==> src/rtl/alu_pipe_md.sv <==
// alu_pipe_md: RV32IM ALU behind valid/ready; fast ops in one cycle, iterative shift-add mul and restoring div (clk, rst, in_valid/in_ready, A, B, ALUControl -> out_valid/out_ready, Result, zero/neg/overflow/carry, busy)
module alu_pipe_md #(
  parameter int XLEN = 32,
  parameter int SHW = $clog2(XLEN)
) (
  input  logic            clk,
  input  logic            rst,
  input  logic            in_valid,
  output logic            in_ready,
  input  logic [XLEN-1:0] A,
  input  logic [XLEN-1:0] B,
  input  logic [4:0]      ALUControl,
  output logic            out_valid,
  input  logic            out_ready,
  output logic [XLEN-1:0] Result,
  output logic            zero,
  output logic            neg,
  output logic            overflow,
  output logic            carry,
  output logic            busy
);
  localparam int CW = $clog2(XLEN + 1);
  typedef enum logic [1:0] {IDLE, MUL, DIV, DONE} state_t;
  state_t state;
  logic [4:0] op;
  logic [XLEN-1:0] ma, mb, a_mag, b_mag, bx, fast_res, quo, rem, md_res;
  logic [2*XLEN-1:0] p, p_nx, prod;
  logic [XLEN:0] sum, madd, rsh, diff;
  logic [CW-1:0] cnt;
  logic is_sub, ovf, sa, sb, is_md, neg_q, neg_r, b_zero, last;
  assign in_ready = state == IDLE;
  assign out_valid = state == DONE;
  assign busy = state == MUL || state == DIV;
  assign is_sub = ALUControl inside {5'b00001, 5'b00101, 5'b00110};
  assign bx = is_sub ? ~B : B;
  assign sum = {1'b0, A} + {1'b0, bx} + {{XLEN{1'b0}}, is_sub};
  assign ovf = A[XLEN-1] == bx[XLEN-1] && sum[XLEN-1] != A[XLEN-1];
  always_comb begin
    fast_res = '0;
    case (ALUControl)
      5'b00000, 5'b00001: fast_res = sum[XLEN-1:0];
      5'b00010: fast_res = A & B;
      5'b00011: fast_res = A | B;
      5'b00100: fast_res = A ^ B;
      5'b00101: fast_res = {{(XLEN-1){1'b0}}, sum[XLEN-1] ^ ovf};
      5'b00110: fast_res = {{(XLEN-1){1'b0}}, ~sum[XLEN]};
      5'b01000: fast_res = A << B[SHW-1:0];
      5'b01001: fast_res = A >> B[SHW-1:0];
      5'b01010: fast_res = $signed(A) >>> B[SHW-1:0];
      default: fast_res = '0;
    endcase
  end
  assign is_md = ALUControl[4:3] == 2'b10;
  assign sa = A[XLEN-1] && (ALUControl inside {5'b10001, 5'b10010, 5'b10100, 5'b10110});
  assign sb = B[XLEN-1] && (ALUControl inside {5'b10001, 5'b10100, 5'b10110});
  assign a_mag = sa ? -A : A;
  assign b_mag = sb ? -B : B;
  // p holds {accumulator, multiplier} while multiplying and {remainder, dividend/quotient} while dividing
  assign madd = {1'b0, p[2*XLEN-1:XLEN]} + {1'b0, p[0] ? ma : {XLEN{1'b0}}};
  assign rsh = {p[2*XLEN-1:XLEN], p[XLEN-1]};
  assign diff = rsh - {1'b0, mb};
  assign p_nx = state == MUL ? {madd, p[XLEN-1:1]} :
                diff[XLEN] ? {rsh[XLEN-1:0], p[XLEN-2:0], 1'b0} : {diff[XLEN-1:0], p[XLEN-2:0], 1'b1};
  assign prod = neg_q ? -p_nx : p_nx;
  assign quo = b_zero ? {XLEN{1'b1}} : neg_q ? -p_nx[XLEN-1:0] : p_nx[XLEN-1:0];
  assign rem = neg_r ? -p_nx[2*XLEN-1:XLEN] : p_nx[2*XLEN-1:XLEN];
  assign md_res = op[2] ? (op[1] ? rem : quo) : (op[1:0] == 2'b00 ? prod[XLEN-1:0] : prod[2*XLEN-1:XLEN]);
  assign last = cnt == CW'(1);
  always_ff @(posedge clk) begin
    if (rst) begin
      state <= IDLE;
      Result <= '0;
      {zero, neg, overflow, carry} <= '0;
      {neg_q, neg_r, b_zero} <= '0;
      op <= '0;
      ma <= '0;
      mb <= '0;
      p <= '0;
      cnt <= '0;
    end else begin
      case (state)
        IDLE: if (in_valid) begin
          op <= ALUControl;
          ma <= a_mag;
          mb <= b_mag;
          neg_q <= sa ^ sb;
          neg_r <= sa;
          b_zero <= ~|B;
          cnt <= CW'(XLEN);
          p <= {{XLEN{1'b0}}, ALUControl[2] ? a_mag : b_mag};
          if (is_md) state <= ALUControl[2] ? DIV : MUL;
          else begin
            Result <= fast_res;
            zero <= ~|fast_res;
            neg <= fast_res[XLEN-1];
            overflow <= ALUControl[4:1] == 4'b0000 && ovf;
            carry <= ALUControl[4:1] == 4'b0000 && sum[XLEN];
            state <= DONE;
          end
        end
        MUL, DIV: begin
          p <= p_nx;
          cnt <= cnt - 1'b1;
          if (last) begin
            Result <= md_res;
            zero <= ~|md_res;
            neg <= md_res[XLEN-1];
            overflow <= 1'b0;
            carry <= 1'b0;
            state <= DONE;
          end
        end
        DONE: if (out_ready) state <= IDLE;
      endcase
    end
  end
endmodule

==> config.mk <==
export PLATFORM = sky130hd
export DESIGN_NAME = alu_pipe_md
export DESIGN_NICKNAME = d
export VERILOG_FILES = /design/src/rtl/alu_pipe_md.sv
export SDC_FILE = /design/constraint.sdc
export NUM_CORES = 1
export LEC_CHECK = 0
export CAP_MARGIN = 30
export CELL_PAD_IN_SITES_DETAIL_PLACEMENT = 0
export CELL_PAD_IN_SITES_GLOBAL_PLACEMENT = 1
export CORE_ASPECT_RATIO = 1.5
export CORE_MARGIN = 10
export CORE_UTILIZATION = 50
export DETAILED_ROUTE_END_ITERATION = 7
export PLACE_DENSITY_LB_ADDON = 0.1
export SKIP_LAST_GASP = 1
export SLEW_MARGIN = 10
export SYNTH_ARGS = -nofsm -noshare
export SYNTH_HDL_FRONTEND = slang
export SYNTH_SLANG_ARGS = --single-unit
export TNS_END_PERCENT = 100
==> constraint.sdc <==
create_clock -name clk -period 10 [get_ports clk]
set_clock_uncertainty 0.1 [all_clocks]
set_input_delay 2 -clock clk [delete_from_list [all_inputs] [get_ports clk]]
set_output_delay 2 -clock clk [all_outputs]
set_load 0.05 [all_outputs]
---- Word-level counts from Yosys, hierarchy flattened ----
Cells that the tools add are included.
word-level totals
  flip-flop bits (word level) ............. 178
  input bits .............................. 73
  output and inout port bits .............. 39
operators by class
  add/sub/neg operators ................... 10
  equality and inequality tests ........... 24
  shifts and indexed selects .............. 3
  muxes and demuxes ....................... 44
  bitwise operators ....................... 7
  reduce and logical (&&, ||, !) cells .... 26
operator list
  operator              number
  $mux W32              14
  $pmux W32 S9          1
  $mux W64              4
  $neg A32 Y32          4
  $pmux W64 S2          1
  $reduce_or A32 Y1     3
  $add A32 B32 Y33      2
  $neg A64 Y64          1
  $pmux W32 S2          1
  $add A33 B1 Y33       1
  $sub A33 B32 Y33      1
  $and A32 B32 Y32      1
  $not A32 Y32          1
  $or A32 B32 Y32       1
  $shl A32 B5 Y32       1
  $shr A32 B5 Y32       1
  $sshr A32 B5 Y32      1
  $xor A32 B32 Y32      1
  $eq A5 B5 Y1 const B  4
  $eq A5 B3 Y1 const B  3
  $eq A5 B4 Y1 const B  3
  $pmux W6 S2           1
  $mux W1               11
  $eq A5 B2 Y1 const B  2
  28 further kinds      50

---- Depth between registers and ports, before layout ----
  word-level depth ........................ 14
  gate-level depth with buffers ........... 29

---- Worst setup path before layout ----
Ideal clock, no wire load.
  path type ............................... input -> register
  start point ............................. input B[2]
  end point ............................... register zero
  setup time .............................. 0.084 ns
  arrival time ............................ 7.245 ns
  data required time ...................... 9.816 ns
  setup slack ............................. 2.571 ns
  stages .................................. 22
  path buffers ............................ 4
  cell sequence ........................... inv_1 -> buf_1 -> buf_1 -> buf_1 -> clkbuf_1 -> xnor2_1 -> ha_1 -> a21o_1 -> a21oi_1 -> o31ai_1 -> a2111oi_0 -> nor2_1 -> xnor2_1 -> o221ai_1 -> or4_1 -> nor4_1 -> nand4b_1 -> nor4_1 -> nand4_1 -> nor4bb_1 -> a32oi_1 -> o31ai_2
between the ends
  cells in the longest elaborated chain, start to end .. 13
  elaborated cells between the ends (all ways) .. 20
  classes of those cells .................. add/sub (2); eq/ne (1); shift (3); mux (5); bitwise (6); reduce/logical (3)
ends and longest elaborated chain
  element               RTL line  RTL
  from (decl)           11        input logic [XLEN-1:0] B,
  $not A32 Y32          35        assign bx = is_sub ? ~B : B;
  $mux W32              35
  $add A32 B32 Y33      36        assign sum = {1'b0, A} + {1'b0, bx} + {{XLEN{1'b0}}, is_sub};
  $add A33 B1 Y33       36
  $ne A1 B1 Y1          37        assign ovf = A[XLEN-1] == bx[XLEN-1] && sum[XLEN-1] != A[XLEN-1];
  $logic_and A1 B1 Y1   37
  $xor A1 B1 Y1         45        5'b00101: fast_res = {{(XLEN-1){1'b0}}, sum[XLEN-1] ^ ovf};
  $pmux W32 S9 *        40        case (ALUControl)
  $reduce_or A32 Y1 *   94        zero <= ~|fast_res;
  $logic_not A1 Y1 *    94
  $mux W1 *             91        if (is_md) state <= ALUControl[2] ? DIV : MUL;
  $mux W1 *             82        IDLE: if (in_valid) begin
  $pmux W1 S2 *         81        case (state)
  to (signal assigned)  94
  to (signal assigned)  106       zero <= ~|md_res;
  to (decl)             16        output logic zero,
Every way passes the cells marked *; elsewhere a longest branch is shown, timed or not. The select of a mux whose other input is x is not followed.
A chain may end at the register's enable or synchronous reset.

---- Final worst setup path ----
  start point ............................. register p[56]
  end point ............................... register zero
between the ends
  cells in the longest elaborated chain, start to end .. 12
  elaborated cells between the ends (all ways) .. 18
  classes of those cells .................. add/sub (5); mux (11); reduce/logical (2)
ends and longest elaborated chain
  element                 RTL line  RTL
  from (decl)             27        logic [2*XLEN-1:0] p, p_nx, prod;
  from (signal assigned)  90        p <= {{XLEN{1'b0}}, ALUControl[2] ? a_mag : b_mag};
  from (signal assigned)  102       p <= p_nx;
  $sub A33 B32 Y33        61        assign diff = rsh - {1'b0, mb};
  $mux W64                63        diff[XLEN] ? {rsh[XLEN-1:0], p[XLEN-2:0], 1'b0} : {diff[XLEN-1:0], p[XLEN-2:0], 1'b1};
  $mux W64 *              62        assign p_nx = state == MUL ? {madd, p[XLEN-1:1]} :
  $neg A32 Y32            65        assign quo = b_zero ? {XLEN{1'b1}} : neg_q ? -p_nx[XLEN-1:0] : p_nx[XLEN-1:0];
  $mux W32 (2 in a row)   65
  $mux W32                67        assign md_res = op[2] ? (op[1] ? rem : quo) : (op[1:0] == 2'b00 ? prod[XLEN-1:0] : prod[2*XLEN-1:XLEN]);
  $mux W32 *              67
  $reduce_or A32 Y1 *     106
  $logic_not A1 Y1 *      106
  $mux W1 *               104       if (last) begin
  $pmux W1 S2 *           81
Marks and branches as above.

==> impl_metrics.toml <==
[critical_path]
worstReg2RegEnd = "zero$_SDFFE_PP0P_"
r2r-start = "p[56]$_SDFFE_PP0P_"
crit_chain = "ha_1, nand2_1, nor3_1, nand3_1, a2111o_1, a31oi_4, nor2_2, o311ai_2, inv_2, ha_1, inv_1, nor2_1, o31ai_1, o41ai_1, a31oi_1, nand2b_1, nor4_2, a211oi_1, o21ai_0, a22oi_2, nand4_1, or4b_1, or4_1, o31ai_2"
cp.arrival_ns = 8.57
r2r_slack_ns = 1.73
cp_max_fo = 17
crit_top_cell = "ha_1"
crit_path_start_kind = "register"
r2r.worst_path.cells = 24
slowest_stage = "nor3_1"
crit_type = "register to register"
end_kind = "register"
required_ns = 10.29
worst_path_largest_cell_delay_ns = 0.75

[detailed_routing]
postRouteAntennaNets = 0
vias = 29400
avgRoutedWirePerCell_microns = 30.6
wl_microns = 127000
via_per_inst = 7.05
dr.pass1.iters = 8
drt_iter0_markers = 3342
drc = 0

[flow_run]
cap_violations = 0

[synthesis]
synth_top_area_frac = 0.140
ys.flop_type = "dfxtp_1"
syn_area_sq_um = 25300
yosysMostFrequentCell = "nor2_1"
yosysSeqAreaShare = 0.140
yosys_warnings = 0
synth-edff-count = 0
synth_area_leaders = "dfxtp_1, ha_1, nor2_1, xnor2_1, a21oi_1"
syn_avg_cell_area_sq_um = 7.18
yosys.area.top_type = "dfxtp_1"
synthArstFlopShare = 0
synth_common_cells = "nor2_1, nand2_1, a21oi_1"
syn_nets = 3769
synth_seq_cells = 177
syn_inst = 3523
synthDistinctLibCells = 109

[die]
start_util = 0.508
die_w_microns = 204
fp.dieArea_sq_um = 60200
io_pins = 112
core.rowCount = 100
die_h_microns = 295
core_sq_um = 49800

[timing]
fmax_ghz = 0.121
slew_headroom = 0.255
slew_violations = 0
period_needed_ns = 8.27
rsz0062_at_grt = "false"
final.setup.tns_ns = 0
fin_crit_sh = 0.827
tightestPinTransition_ns = 1.11
final-hold-violation-count = 0
setup_violations = 0

[hold_path]
hp-class = "register to register"
worst_hold_path.num_cells = 2
whs_endpoint = "ma[0]$_SDFFE_PP0P_"
hp-start = "ma[0]$_SDFFE_PP0P_"

[global_routing]
antenna_found_initial = 0
grt_pass1_wl_microns = 187000
grt_pass1_vias = 28500
grtUsageTotal = 0.412
grt_max_degree = 99
globalRouteOverflowTotal = 0

[clock_tree]
clk_latency_ns = 0.48
path_clk_slew_ns = 0.09
cts_sinks = 177
cts_resized = 0
tritoncts = "built"
root_buffer = "clkbuf_16"
h-tree-depth = 4
numCtsBuffers = 17
ctsHoldBuffers = 0
cts.path.max_buffers = 2
post-cts-setup-buffer-count = 0

[cells_and_area]
syn_to_final_growth_pct = 9.19
fin_nets = 3735
drive_above_1_share = 0.0837
antenna_cells = 0

[placement]
finalWeightedCongestion = 1.10
io_buffer_count = 111
dp_hpwl_microns = 98500

[run_status]
status = "completed"
==> metal layers <==
layer / wire length, microns / vias to the layer above / global-route usage
li1: - / 13000 / -
met1: 43000 / 13800 / 0.430
met2: 60100 / 1945 / 0.697
met3: 10300 / 586 / 0.0707
met4: 13900 / 0 / 0.382
met5: 0 / - / 0
==> cells in the final DEF, fill, tap and decap left out, types with 32 or more instances in the layout <==
master	instances
o21ai_0	184
mux4_2	61
nor2_1	446
a21o_1	51
nand2_1	311
xor2_1	41
mux2i_1	121
nand4_1	46
buf_4	84
dfxtp_1	177
clkdlybuf4s50_1	104
or3_1	32
a31oi_1	56
inv_1	143
a211oi_1	132
xnor2_1	168
ha_1	168
and2_1	57
nand2b_1	33
nand3_1	75
a21oi_1	281
a22oi_1	46
nor3_1	81
o211ai_1	55
nor4_1	33
==> flip-flops by register name, summed over array words and instances (netlist names) <==
name and count:
carry 1, p 64, op 3, neg_q 1
Result 32, cnt 6, zero 1, ma 32
neg_r 1, mb 32, b_zero 1, overflow 1
state 2
==> metrics by stage <==
stage | cells | instance area, sq um | hold slack (ns) | worst slack (ns) | util
2_1_floorplan | 3523 | 25300 | 0.332 | 2.57 | -
3_3_place_gp | 4116 | 26800 | 0.344 | 1.65 | 0.539
3_5_place_dp | 4127 | 26900 | 0.342 | 1.76 | 0.540
4_1_cts | 4159 | 27500 | 0.353 | 2.02 | 0.553
5_1_grt | 4165 | 27600 | 0.379 | 1.36 | 0.554
6_report | 4165 | 27600 | 0.352 | 1.73 | 0.554
==> cell type report <==
class | instances | area, sq um
repair buffers | 207 | 1830
flip-flops and latches | 177 | 3540
multi-input cells | 2934 | 20200
clock buffers | 17 | 425
well taps | 663 | 830
clock inverters | 15 | 214
inverters | 152 | 571
fillers | 4919 | 22200
==> how the worst max path moves through the flow <==
stage	from	endpoint	cells past startpoint
2_1_floorplan	B[2]	zero$_SDFFE_PP0P_	22
5_1_grt	mb[25]$_SDFFE_PP0P_	zero$_SDFFE_PP0P_	25
4_1_cts	p[56]$_SDFFE_PP0P_	zero$_SDFFE_PP0P_	24
3_5_place_dp	ALUControl[1]	zero$_SDFFE_PP0P_	22
6_report	p[56]$_SDFFE_PP0P_	zero$_SDFFE_PP0P_	24
3_3_place_gp	ALUControl[1]	zero$_SDFFE_PP0P_	22
==> worst max-delay path: cells and delay by family, from the launching register on <==
| kind | cells | cell delay [ns] |
|---|---|---|
| adders and majority gates | 2 | 0.77 |
| AOI/OAI and AO/OA | 10 | 3.33 |
| buffers and inverters | 2 | 0.36 |
| and+or+nand+nor | 10 | 3.24 |
| DFF | 1 | 0.37 |
==> kinds of logic (layout without fill, tap and decap cells) <==
group | after synthesis | count (layout) | share of synthesized area
xor+xnor | 209 | 209 | 0.0724
fa+ha+maj | 173 | 173 | 0.0865
flops | 177 | 177 | 0.140
mux | 197 | 197 | 0.109
compound gates | 1094 | 1094 | 0.291
simple gates | 1261 | 1261 | 0.238
buf+inv | 412 | 391 | 0.0633
Power is not shown: default switching activity piles up to over one toggle a cycle in this logic, so the estimate is an artifact.
